--- config.mk ---
export PLATFORM = sky130hd
export DESIGN_NAME = rr_arb_2to1_flat
export DESIGN_NICKNAME = d
export VERILOG_FILES = /design/src/rtl/rr_arb_2to1_pkg.sv /design/src/rtl/rr_arb_2to1_if.sv /design/src/rtl/mux_2to1.sv /design/src/rtl/rr_arb_2to1_dp.sv /design/src/rtl/rr_arb_2to1.sv /design/src/flat_wrapper.sv
export SDC_FILE = /design/constraint.sdc
export NUM_CORES = 1
export LEC_CHECK = 0
export ABC_AREA = 0
export BUFFER_PORTS_ARGS = -buffer_cell sky130_fd_sc_hd__buf_4
export CAP_MARGIN = 5
export CORE_UTILIZATION = 49
export DETAILED_ROUTE_END_ITERATION = 6
export MAX_ROUTING_LAYER = met4
export PLACE_DENSITY = 0.77
export SYNTH_ARGS = -nofsm -noshare
export SYNTH_HDL_FRONTEND = slang
export SYNTH_SLANG_ARGS = --single-unit
--- constraint.sdc ---
create_clock -name clk -period 3.5 [get_ports clk]
set_clock_uncertainty 0.05 [all_clocks]
set_input_delay 0.7 -clock clk [delete_from_list [all_inputs] [get_ports clk]]
set_output_delay 0.7 -clock clk [all_outputs]
set_load 0.005 [all_outputs]
--- src/rtl/rr_arb_2to1_pkg.sv ---
// Shared types and constants for the rr_arb_2to1 round-robin arbiter.
package rr_arb_2to1_pkg;

    // Arbiter FSM states.
    typedef enum logic [1:0] {
        IDLE    = 2'd0,
        GRANT_A = 2'd1,
        GRANT_B = 2'd2
    } arb_state_e;

    // Mux select encoding; last_grant uses the same encoding.
    localparam logic SEL_A = 1'b0;
    localparam logic SEL_B = 1'b1;

    // Width of the per-source packet counters.
    localparam int STAT_W = 16;

    // Saturating increment for the packet counters.
    function automatic logic [STAT_W-1:0] sat_inc(input logic [STAT_W-1:0] v);
        return (&v) ? v : v + STAT_W'(1);
    endfunction

endpackage

--- src/rtl/rr_arb_2to1_if.sv ---
// Bundle of the two input streams, the merged output stream and the mux
// select for rr_arb_2to1.
//
// Handshake: a beat moves on a rising edge where valid and ready are both
// high. A source holds valid, data and last stable until that edge; ready
// may change at any time and never depends on the same-side valid.
interface rr_arb_2to1_if #(
    parameter int DW = 8
);
    logic          a_valid;
    logic [DW-1:0] a_data;
    logic          a_last;
    logic          a_ready;

    logic          b_valid;
    logic [DW-1:0] b_data;
    logic          b_last;
    logic          b_ready;

    logic          y_valid;
    logic [DW-1:0] y_data;
    logic          y_last;
    logic          y_ready;

    logic          sel;

    // Environment side: drives the sources and the downstream ready.
    modport master (
        output a_valid, a_data, a_last,
        input  a_ready,
        output b_valid, b_data, b_last,
        input  b_ready,
        input  y_valid, y_data, y_last,
        output y_ready,
        input  sel
    );

    // Arbiter side.
    modport slave (
        input  a_valid, a_data, a_last,
        output a_ready,
        input  b_valid, b_data, b_last,
        output b_ready,
        output y_valid, y_data, y_last,
        input  y_ready,
        output sel
    );

endinterface

--- src/rtl/mux_2to1.sv ---
// Single-bit 2:1 mux: s=0 passes a, s=1 passes b.
module mux_2to1 (
    input  logic a,
    input  logic b,
    input  logic s,
    output logic y
);

    // Plain select.
    assign y = s ? b : a;

endmodule

--- src/rtl/rr_arb_2to1_dp.sv ---
// Data path selection for rr_arb_2to1: one mux_2to1 per data bit plus one
// for the last flag, all steered by the registered select.
module rr_arb_2to1_dp #(
    parameter int DW = 8
) (
    input  logic          sel,
    input  logic [DW-1:0] a_data,
    input  logic          a_last,
    input  logic [DW-1:0] b_data,
    input  logic          b_last,
    output logic [DW-1:0] mux_data,
    output logic          mux_last
);

    // Bit-sliced data mux.
    for (genvar i = 0; i < DW; i++) begin : g_bit
        mux_2to1 u_mux (
            .a (a_data[i]),
            .b (b_data[i]),
            .s (sel),
            .y (mux_data[i])
        );
    end

    // Last-flag mux.
    mux_2to1 u_mux_last (
        .a (a_last),
        .b (b_last),
        .s (sel),
        .y (mux_last)
    );

endmodule

--- src/rtl/rr_arb_2to1.sv ---
// Two-source packet-aware round-robin arbiter with output holding register.
// Optional feature macro: ARB_STATS_EN adds saturating per-source packet
// counters cnt_a / cnt_b.
module rr_arb_2to1
    import rr_arb_2to1_pkg::*;
#(
    parameter int DW = 8
) (
    input  logic               clk,
    input  logic               rst,
    rr_arb_2to1_if.slave       bus,
    output arb_state_e         dbg_state
`ifdef ARB_STATS_EN
    ,
    output logic [STAT_W-1:0]  cnt_a,
    output logic [STAT_W-1:0]  cnt_b
`endif
);

    arb_state_e    state_q, state_d;
    logic          sel_q, sel_d;
    logic          last_grant_q, last_grant_d;
    logic          in_pkt_q, in_pkt_d;
    logic          y_valid_q;
    logic [DW-1:0] y_data_q;
    logic          y_last_q;
    logic          out_free;
    logic          a_ready_c, b_ready_c;
    logic          xfer;
    logic [DW-1:0] mux_data;
    logic          mux_last;

    rr_arb_2to1_dp #(.DW(DW)) u_dp (
        .sel      (sel_q),
        .a_data   (bus.a_data),
        .a_last   (bus.a_last),
        .b_data   (bus.b_data),
        .b_last   (bus.b_last),
        .mux_data (mux_data),
        .mux_last (mux_last)
    );

    // The holding register can take a beat when empty or being drained.
    assign out_free = ~y_valid_q | bus.y_ready;

    // Next-state, grant and transfer decode. mux_last is the granted
    // source's last flag because sel_q always tracks the grant state.
    // Between packets (in_pkt_q low) a granted source that drops valid
    // releases the grant so the other source cannot be starved.
    always_comb begin
        state_d      = state_q;
        last_grant_d = last_grant_q;
        in_pkt_d     = in_pkt_q;
        a_ready_c    = 1'b0;
        b_ready_c    = 1'b0;
        xfer         = 1'b0;
        case (state_q)
            IDLE: begin
                in_pkt_d = 1'b0;
                if (bus.a_valid && bus.b_valid)
                    state_d = (last_grant_q == SEL_B) ? GRANT_A : GRANT_B;
                else if (bus.a_valid)
                    state_d = GRANT_A;
                else if (bus.b_valid)
                    state_d = GRANT_B;
            end
            GRANT_A: begin
                a_ready_c = out_free;
                xfer      = bus.a_valid & out_free;
                if (xfer) begin
                    if (mux_last) begin
                        in_pkt_d = 1'b0;
                        state_d  = bus.b_valid ? GRANT_B :
                                   (bus.a_valid ? GRANT_A : IDLE);
                    end else begin
                        in_pkt_d = 1'b1;
                    end
                end else if (!in_pkt_q && !bus.a_valid) begin
                    state_d = IDLE;
                end
            end
            GRANT_B: begin
                b_ready_c = out_free;
                xfer      = bus.b_valid & out_free;
                if (xfer) begin
                    if (mux_last) begin
                        in_pkt_d = 1'b0;
                        state_d  = bus.a_valid ? GRANT_A :
                                   (bus.b_valid ? GRANT_B : IDLE);
                    end else begin
                        in_pkt_d = 1'b1;
                    end
                end else if (!in_pkt_q && !bus.b_valid) begin
                    state_d = IDLE;
                end
            end
            default: begin
                state_d  = IDLE;
                in_pkt_d = 1'b0;
            end
        endcase
        if (state_d == GRANT_A)
            last_grant_d = SEL_A;
        else if (state_d == GRANT_B)
            last_grant_d = SEL_B;
        sel_d = (state_d == GRANT_B) ? SEL_B : SEL_A;
    end

    // FSM, select and fairness registers.
    always_ff @(posedge clk) begin
        if (rst) begin
            state_q      <= IDLE;
            sel_q        <= SEL_A;
            last_grant_q <= SEL_B;
            in_pkt_q     <= 1'b0;
        end else begin
            state_q      <= state_d;
            sel_q        <= sel_d;
            last_grant_q <= last_grant_d;
            in_pkt_q     <= in_pkt_d;
        end
    end

    // Output holding register: load on transfer, otherwise drain on ready.
    always_ff @(posedge clk) begin
        if (rst) begin
            y_valid_q <= 1'b0;
            y_data_q  <= '0;
            y_last_q  <= 1'b0;
        end else if (xfer) begin
            y_valid_q <= 1'b1;
            y_data_q  <= mux_data;
            y_last_q  <= mux_last;
        end else if (bus.y_ready) begin
            y_valid_q <= 1'b0;
        end
    end

`ifdef ARB_STATS_EN
    // Per-source packet counters, bumped on each accepted last beat.
    always_ff @(posedge clk) begin
        if (rst) begin
            cnt_a <= '0;
            cnt_b <= '0;
        end else if (xfer && mux_last) begin
            if (sel_q == SEL_A)
                cnt_a <= sat_inc(cnt_a);
            else
                cnt_b <= sat_inc(cnt_b);
        end
    end
`endif

    assign bus.a_ready = a_ready_c;
    assign bus.b_ready = b_ready_c;
    assign bus.y_valid = y_valid_q;
    assign bus.y_data  = y_data_q;
    assign bus.y_last  = y_last_q;
    assign bus.sel     = sel_q;
    assign dbg_state   = state_q;

endmodule

--- src/flat_wrapper.sv ---
// flat-port wrapper written by rule: the top's interface ports become plain ports
module rr_arb_2to1_flat import rr_arb_2to1_pkg::*;
#(
    parameter int DW = 8
)
  (clk, rst, dbg_state, bus_a_valid, bus_a_data, bus_a_last, bus_a_ready, bus_b_valid, bus_b_data, bus_b_last, bus_b_ready, bus_y_valid, bus_y_data, bus_y_last, bus_y_ready, bus_sel);
  rr_arb_2to1_if #(.DW(DW)) bus_i ();
  input  logic clk;
  input  logic rst;
  output arb_state_e dbg_state;
  input wire logic [$bits(bus_i.a_valid)-1:0] bus_a_valid;
  input wire logic [$bits(bus_i.a_data)-1:0] bus_a_data;
  input wire logic [$bits(bus_i.a_last)-1:0] bus_a_last;
  output wire logic [$bits(bus_i.a_ready)-1:0] bus_a_ready;
  input wire logic [$bits(bus_i.b_valid)-1:0] bus_b_valid;
  input wire logic [$bits(bus_i.b_data)-1:0] bus_b_data;
  input wire logic [$bits(bus_i.b_last)-1:0] bus_b_last;
  output wire logic [$bits(bus_i.b_ready)-1:0] bus_b_ready;
  output wire logic [$bits(bus_i.y_valid)-1:0] bus_y_valid;
  output wire logic [$bits(bus_i.y_data)-1:0] bus_y_data;
  output wire logic [$bits(bus_i.y_last)-1:0] bus_y_last;
  input wire logic [$bits(bus_i.y_ready)-1:0] bus_y_ready;
  output wire logic [$bits(bus_i.sel)-1:0] bus_sel;
  assign bus_i.a_valid = bus_a_valid;
  assign bus_i.a_data = bus_a_data;
  assign bus_i.a_last = bus_a_last;
  assign bus_a_ready = bus_i.a_ready;
  assign bus_i.b_valid = bus_b_valid;
  assign bus_i.b_data = bus_b_data;
  assign bus_i.b_last = bus_b_last;
  assign bus_b_ready = bus_i.b_ready;
  assign bus_y_valid = bus_i.y_valid;
  assign bus_y_data = bus_i.y_data;
  assign bus_y_last = bus_i.y_last;
  assign bus_i.y_ready = bus_y_ready;
  assign bus_sel = bus_i.sel;
  rr_arb_2to1 #(.DW(DW)) u_core (.clk(clk), .rst(rst), .bus(bus_i), .dbg_state(dbg_state));
endmodule
==> out/summary.log, run 1 <==
[run_status] run status completed
[sta] Achievable Freq 413 MHz
[clocking] count of cells resized by post-cts repair 0
[detailed_routing] number of vias after detailed routing 846
[clocking] total setup buffers inserted after CTS 0
[clocking] Clk Tree Root Cell clkbuf_4
[die] core box area 0.00196 mm²
[synth] number of enable flip-flop cells after synthesis 0
[place] number of port buffers 37
[power_and_ir_drop] worst vdd rail ir drop 278 µV
[sta] final total negative setup slack 0 ns
[detailed_routing] post-detailed-routing wire length 2090 µm
[final_layout] post-synthesis to final-layout area growth 27.6%
[synth] post-synth design cell area 0.00101 mm²
[clocking] TritonCTS Buffers 3
[critical_path] type of element launching the critical path flop
[synth] warning count from the yosys run 0
[synth] Net Count, Synth 128
[clocking] maximum clock insertion buffer count 2
[clocking] H-tree Lvls 1
[grt] vias in the first global route 750
[die] count of pins on the block boundary 38
[grt] initial antenna violation count 0
[die] area of the die 0.00226 mm²
[die] effective utilization at floorplan 0.517
[clocking] number of sinks handled by clock tree synthesis 15
[final_layout] ratio of cells with drive above 1 in the final layout 0.430
[grt] pin count of the biggest net entering global routing 20
[detailed_routing] average via count per standard cell 5.22
[detailed_routing] Routed Antenna Nets 0
[detailed_routing] Detailed Routing Iterations Pass 1 4
[power_and_ir_drop] leakage power 0.551 nW
[critical_path] largest driver fanout on the critical path 8
[final_layout] Antenna diodes 0
[grt] first-pass GRT wire length 3190 µm
[place] DP Wirelength 1620 µm
[final_layout] summed area of non-filler cells in the final layout 0.00129 mm²
[clocking] clock-pin slew of the registers on the worst-case setup and hold paths 0.09 ns
[critical_path] CP endpoint kind flop
[sta] worst-case headroom to the max-slew limit 0.563
[clocking] TritonCTS clock tree built
[job] number of maximum-capacitance constraint violations 0
[sta] actual transition at the worst max-transition pin 0.655 ns
[detailed_routing] violation count after the first detailed-routing iteration 20
[place] Final GP Congestion 0.850
[detailed_routing] DR WL/cell 12.9 µm
[sta] final setup vio count 0
[grt] overall routing resource usage 0.205
[synth] sequential fraction of the synthesis area 0.296
[clocking] insertion delay to the later sink of the worst-skew pair 0.27 ns
[power_and_ir_drop] power density relative to cell area 405 mW/mm²
[critical_path] Arrival @ worst endpoint 2.54 ns
[critical_path] type of the worst setup path flop to flop
[place] Placement Cell Area 0.00127 mm²
[synth] leading register cell type out of synthesis dfxtp_1
[synth] share of flip-flops with an asynchronous set or reset after synthesis 0
[detailed_routing] DRC Markers 0
[synth] synthesized flop and latch total 15
[sta] number of hold-slack violations in the final timing report 0
[synth] number of distinct library cell variants in the gate-level netlist after synthesis 33
[die] die outline height 47.5 µm
[min_path] worst hold path class flop to flop
[die] # rows 16
[sta] Period minus WS final 2.42 ns
[final_layout] NumNets Final 165
[clocking] hold buffer count at cts 0
[critical_path] required time at the endpoint of the critical path 3.62 ns
[sta] number of max-slew violations in the final report 0
[grt] total overflow reported by the global router 0
[sta] share of the clock period used by the worst path after layout 0.692
[sta] setup repair after global routing missed its margin false
[synth] Syn Area/Cell 10.2 µm²
[die] Die X 47.5 µm
[synth] Synth Instances 99
kinds of logic (layout without fill, tap and decap cells):
family                     count (synthesis)  after routing  share of synthesized area
and+or+nand+nor                           30             30                      0.158
adders and majority gates                  6              6                     0.0740
buffers and inverters                      8             44                     0.0678
muxes                                     12             12                      0.128
AOI/OAI and AO/OA                         28             28                      0.276
DFF                                       15             15                      0.296
placed cells by master, fill, tap and decap left out:
cell type / instances
clkbuf_4: 3
a22o_4: 1
o21ba_1: 1
a21o_1: 1
a311oi_2: 1
or3_1: 1
a21oi_2: 1
inv_1: 3
nor2b_1: 6
clkbuf_1: 1
nor2_1: 11
nand2b_1: 3
mux2_2: 1
a21boi_0: 2
nor3b_1: 1
o221ai_2: 1
nand2_1: 3
o211ai_1: 1
nand4_1: 1
dfxtp_1: 15
a21oi_1: 2
and2_1: 2
buf_4: 37
nand3b_1: 1
mux2_4: 1
and3_4: 1
mux2i_2: 1
ha_1: 6
mux2i_1: 9
a211oi_2: 10
o2111ai_1: 1
o211a_1: 2
o21ai_0: 4
where the power goes:
part	total [mW]	internal [mW]	switching, mW
logic	0.211	0.116	0.0952
registers	0.219	0.192	0.0267
clock network	0.0952	0.0441	0.0511
worst paths after layout:
kind                                          start                   to  slack (ns)  cells after the start
worst min register to register      u_core.in_pkt_q      u_core.in_pkt_q        0.46                      2
worst max register to register  u_core.dbg_state[0]  u_core.last_grant_q        1.08                      9
worst max-delay path            u_core.dbg_state[0]  u_core.last_grant_q        1.08                      9
worst min-delay path                u_core.in_pkt_q      u_core.in_pkt_q        0.46                      2
sequential cells by signal, summed over array words and instances (netlist names):
| name | cells |
|---|---|
| u_core.bus.y_data | 8 |
| u_core.dbg_state | 2 |
| u_core.bus.sel | 1 |
| u_core.bus.y_last | 1 |
| u_core.bus.y_valid | 1 |
| u_core.in_pkt_q | 1 |
| u_core.last_grant_q | 1 |
final cells by class:
| type | count | area, µm² |
|---|---|---|
| Multi-Input combinational cell | 76 | 646 |
| Tap cell | 27 | 33.8 |
| Fill cell | 178 | 667 |
| Timing Repair Buffer | 37 | 278 |
| Sequential cell | 15 | 300 |
| Inverter | 3 | 11.3 |
| Clock buffer | 4 | 26.3 |
Yosys cell counts, types with 2 or more instances:
cell,number,area share
buf_6,3,0.033
nand2_1,3,0.011
inv_1,3,0.011
dfxtp_1,15,0.30
ha_1,6,0.074
o21ai_0,4,0.020
a21boi_0,2,0.015
nor2_1,11,0.041
a211oi_2,10,0.12
and2_1,2,0.012
nand2b_1,3,0.018
o211a_1,2,0.020
a21oi_1,2,0.0099
nor2b_1,6,0.037
mux2i_1,9,0.089
per-stage QoR:
step	instances	setup WS (ns)	hold slack, ns	power, mW	util
after floorplan	99	1.30	0.399	0.365	-
after global placement	158	1.17	0.437	0.426	0.647
after detailed placement	158	1.12	0.450	0.434	0.647
after CTS	162	1.10	0.462	0.531	0.660
after global routing	162	0.948	0.509	0.563	0.660
final	162	1.08	0.461	0.525	0.660
layer usage:
layer / global-route usage / wire length [µm] / vias up
met3: 0.0226 / 85 / 2
met2: 0.345 / 1010 / 23
met1: 0.259 / 986 / 390
met4: 0.0514 / 13 / 0
met5: - / 0 / -
li1: - / - / 431
critical path, stage by stage (launching register included):
cell      delay (ns)
dfxtp_1         0.51
inv_1           0.13
ha_1            0.29
nor2b_1         0.16
o211a_1         0.21
a311oi_2        0.33
a21o_1          0.16
ha_1            0.23
mux2i_1         0.16
nand2b_1        0.07
Power figures use the tool's default switching activity.
==> inputs of run 2 (changes only) <==
--- a/config.mk
+++ b/config.mk
@@ -8,10 +8,10 @@
 export ABC_AREA = 0
 export BUFFER_PORTS_ARGS = -buffer_cell sky130_fd_sc_hd__buf_4
 export CAP_MARGIN = 5
-export CORE_UTILIZATION = 49
+export CORE_UTILIZATION = 43
 export DETAILED_ROUTE_END_ITERATION = 6
 export MAX_ROUTING_LAYER = met4
-export PLACE_DENSITY = 0.77
+export PLACE_DENSITY = 0.71
 export SYNTH_ARGS = -nofsm -noshare
 export SYNTH_HDL_FRONTEND = slang
 export SYNTH_SLANG_ARGS = --single-unit
==> constraint.sdc (replaced) <==
create_clock -name clk -period 1.9 [get_ports clk]
set_clock_uncertainty 0.05 [all_clocks]
set_input_delay 0.38 -clock clk [delete_from_list [all_inputs] [get_ports clk]]
set_output_delay 0.38 -clock clk [all_outputs]
set_load 0.005 [all_outputs]
==> out/summary.log, run 2 (same netlist as run 1, synthesis figures left out) <==
[critical_path] type of element launching the critical path flop
[critical_path] R2R cell count 9
[sta] number of hold-slack violations in the final timing report 0
[detailed_routing] DRC Markers 0
[die] die outline height 50.6 µm
[final_layout] ratio of cells with drive above 1 in the final layout 0.537
[clocking] TritonCTS clock tree built
[detailed_routing] average via count per standard cell 5.10
[min_path] Hold EP u_core.dbg_state[0]
[sta] Achievable Freq 504 MHz
[critical_path] CP endpoint kind flop
[final_layout] Antenna diodes 0
[critical_path] r2r endpoint u_core.last_grant_q
[grt] total overflow reported by the global router 0
[final_layout] most common cell after layout, fill and taps aside buf_4
[power_and_ir_drop] leakage power 0.628 nW
[detailed_routing] post-detailed-routing wire length 2340 µm
[clocking] hold buffer count at cts 0
[power_and_ir_drop] worst vdd rail ir drop 576 µV
[detailed_routing] violation count after the first detailed-routing iteration 5
[die] # rows 17
[clocking] H-tree Lvls 1
[clocking] maximum clock insertion buffer count 2
[detailed_routing] DR WL/cell 13.2 µm
[job] number of maximum-capacitance constraint violations 0
[min_path] worst hold path class input port to flop
[sta] share of the clock period used by the worst path after layout 1.04
[grt] overall routing resource usage 0.210
[detailed_routing] number of vias after detailed routing 903
[sta] final total negative setup slack -0.0837 ns
[critical_path] reg-to-reg critical path startpoint u_core.dbg_state[1]
[final_layout] post-synthesis to final-layout area growth 42.3%
[clocking] clock-pin slew of the registers on the worst-case setup and hold paths 0.09 ns
[grt] pin count of the biggest net entering global routing 20
[sta] actual transition at the worst max-transition pin 0.306 ns
[detailed_routing] Detailed Routing Iterations Pass 1 3
[critical_path] register-to-register setup slack -0.08 ns
[sta] setup repair after global routing missed its margin true
[sta] Period minus WS final 1.98 ns
[place] DP Wirelength 1810 µm
[critical_path] type of the worst setup path flop to flop
[min_path] cell depth of the worst hold path 2
[place] Placement Cell Area 0.00140 mm²
[place] number of port buffers 37
[sta] Post-Route Hold Slack 0.348 ns
[final_layout] number of flip-flops in the largest register 8
[clocking] TritonCTS Buffers 3
[die] count of pins on the block boundary 38
[grt] vias in the first global route 895
[sta] final setup vio count 1
[clocking] number of sinks handled by clock tree synthesis 15
[critical_path] required time at the endpoint of the critical path 2.04 ns
[die] core box area 0.00221 mm²
[run_status] violated checks setup timing
[final_layout] summed area of non-filler cells in the final layout 0.00144 mm²
[clocking] insertion delay to the later sink of the worst-skew pair 0.29 ns
[final_layout] NumNets Final 179
[min_path] startpoint of the worst hold path rst
[die] effective utilization at floorplan 0.459
[power_and_ir_drop] power density relative to cell area 744 mW/mm²
[grt] initial antenna violation count 0
[final_layout] top library cells by usage in the layout, fill and taps aside buf_4, dfxtp_1, nor2_1, a211oi_2, mux2i_1
[detailed_routing] Routed Antenna Nets 0
[die] area of the die 0.00256 mm²
[clocking] Clk Tree Root Cell clkbuf_4
[sta] number of max-slew violations in the final report 0
[run_status] run status finished with violations
[place] Final GP Congestion 0.844
[critical_path] Arrival @ worst endpoint 2.12 ns
[grt] first-pass GRT wire length 3920 µm
[sta] final setup slack of the worst path -0.0837 ns
[critical_path] largest driver fanout on the critical path 4
[final_layout] utilization after layout 0.653
[sta] worst-case headroom to the max-slew limit 0.792
[die] Die X 50.6 µm
## run 2: cell types whose count changed in the layout (fill, tap and decap cells not counted), sizes merged
cell | before | now
buf | 37 | 51
clkbuf | 4 | 3
clkinv | 0 | 1
## run 2: routing by layer
metal	up-vias	track usage	wire length (µm)
met5	-	-	0
met4	0	0.0833	33
met2	18	0.376	1200
met3	4	0.0182	65
met1	424	0.241	1050
li1	457	-	-
## run 2: where the power goes
part | total [mW] | internal [mW] | switching, mW | leakage [nW]
combinational | 0.494 | 0.278 | 0.217 | 0.487
clock | 0.189 | 0.0784 | 0.111 | 0.0177
sequential | 0.391 | 0.357 | 0.0338 | 0.123
total | 1.07 | 0.713 | 0.362 | 0.628
## run 2: final cells by class
type                    count  area (µm²)
fillers                   195         768
multi-input cells          76         677
repair buffers             51         383
flip-flops and latches     15         308
well taps                  28        35.0
clock buffers               3        22.5
inverters                   3        13.8
clock inverters             1        5.00
## run 2: critical path: stages (launching register included)
cell and delay, ns:
dfxtp_4 0.40, inv_4 0.05, ha_4 0.16, nor2b_1 0.14, o211a_1 0.24, a311oi_2 0.25, a21o_1 0.16, ha_1 0.22
mux2i_1 0.15, nand2b_1 0.07
## run 2: per-stage QoR
| step | setup WS (ns) | power [mW] | std cells |
|---|---|---|---|
| floorplan | -0.0401 | 0.692 | 99 |
| global placement | -0.0215 | 0.860 | 172 |
| detailed placement | -0.0856 | 0.878 | 172 |
| CTS | -0.0755 | 1.08 | 177 |
| global route | -0.175 | 1.15 | 177 |
| finish | -0.0837 | 1.07 | 177 |
## run 2: worst max-delay path by stage
stage	from	to	cells after the start	slack, ns
2_1_floorplan	u_core.dbg_state[0]	u_core.last_grant_q	9	-0.04
3_3_place_gp	u_core.dbg_state[1]	u_core.last_grant_q	9	-0.02
3_5_place_dp	u_core.dbg_state[1]	u_core.last_grant_q	9	-0.09
4_1_cts	u_core.dbg_state[1]	u_core.last_grant_q	9	-0.08
5_1_grt	u_core.dbg_state[1]	u_core.last_grant_q	9	-0.18
6_report	u_core.dbg_state[1]	u_core.last_grant_q	9	-0.08
## run 2: repair_timing
item / in CTS / in global routing
setup endpoints to repair: 1 / 1
buffers inserted: 1 / 0
resized for setup: 2 / 1
pin swaps: 1 / 0
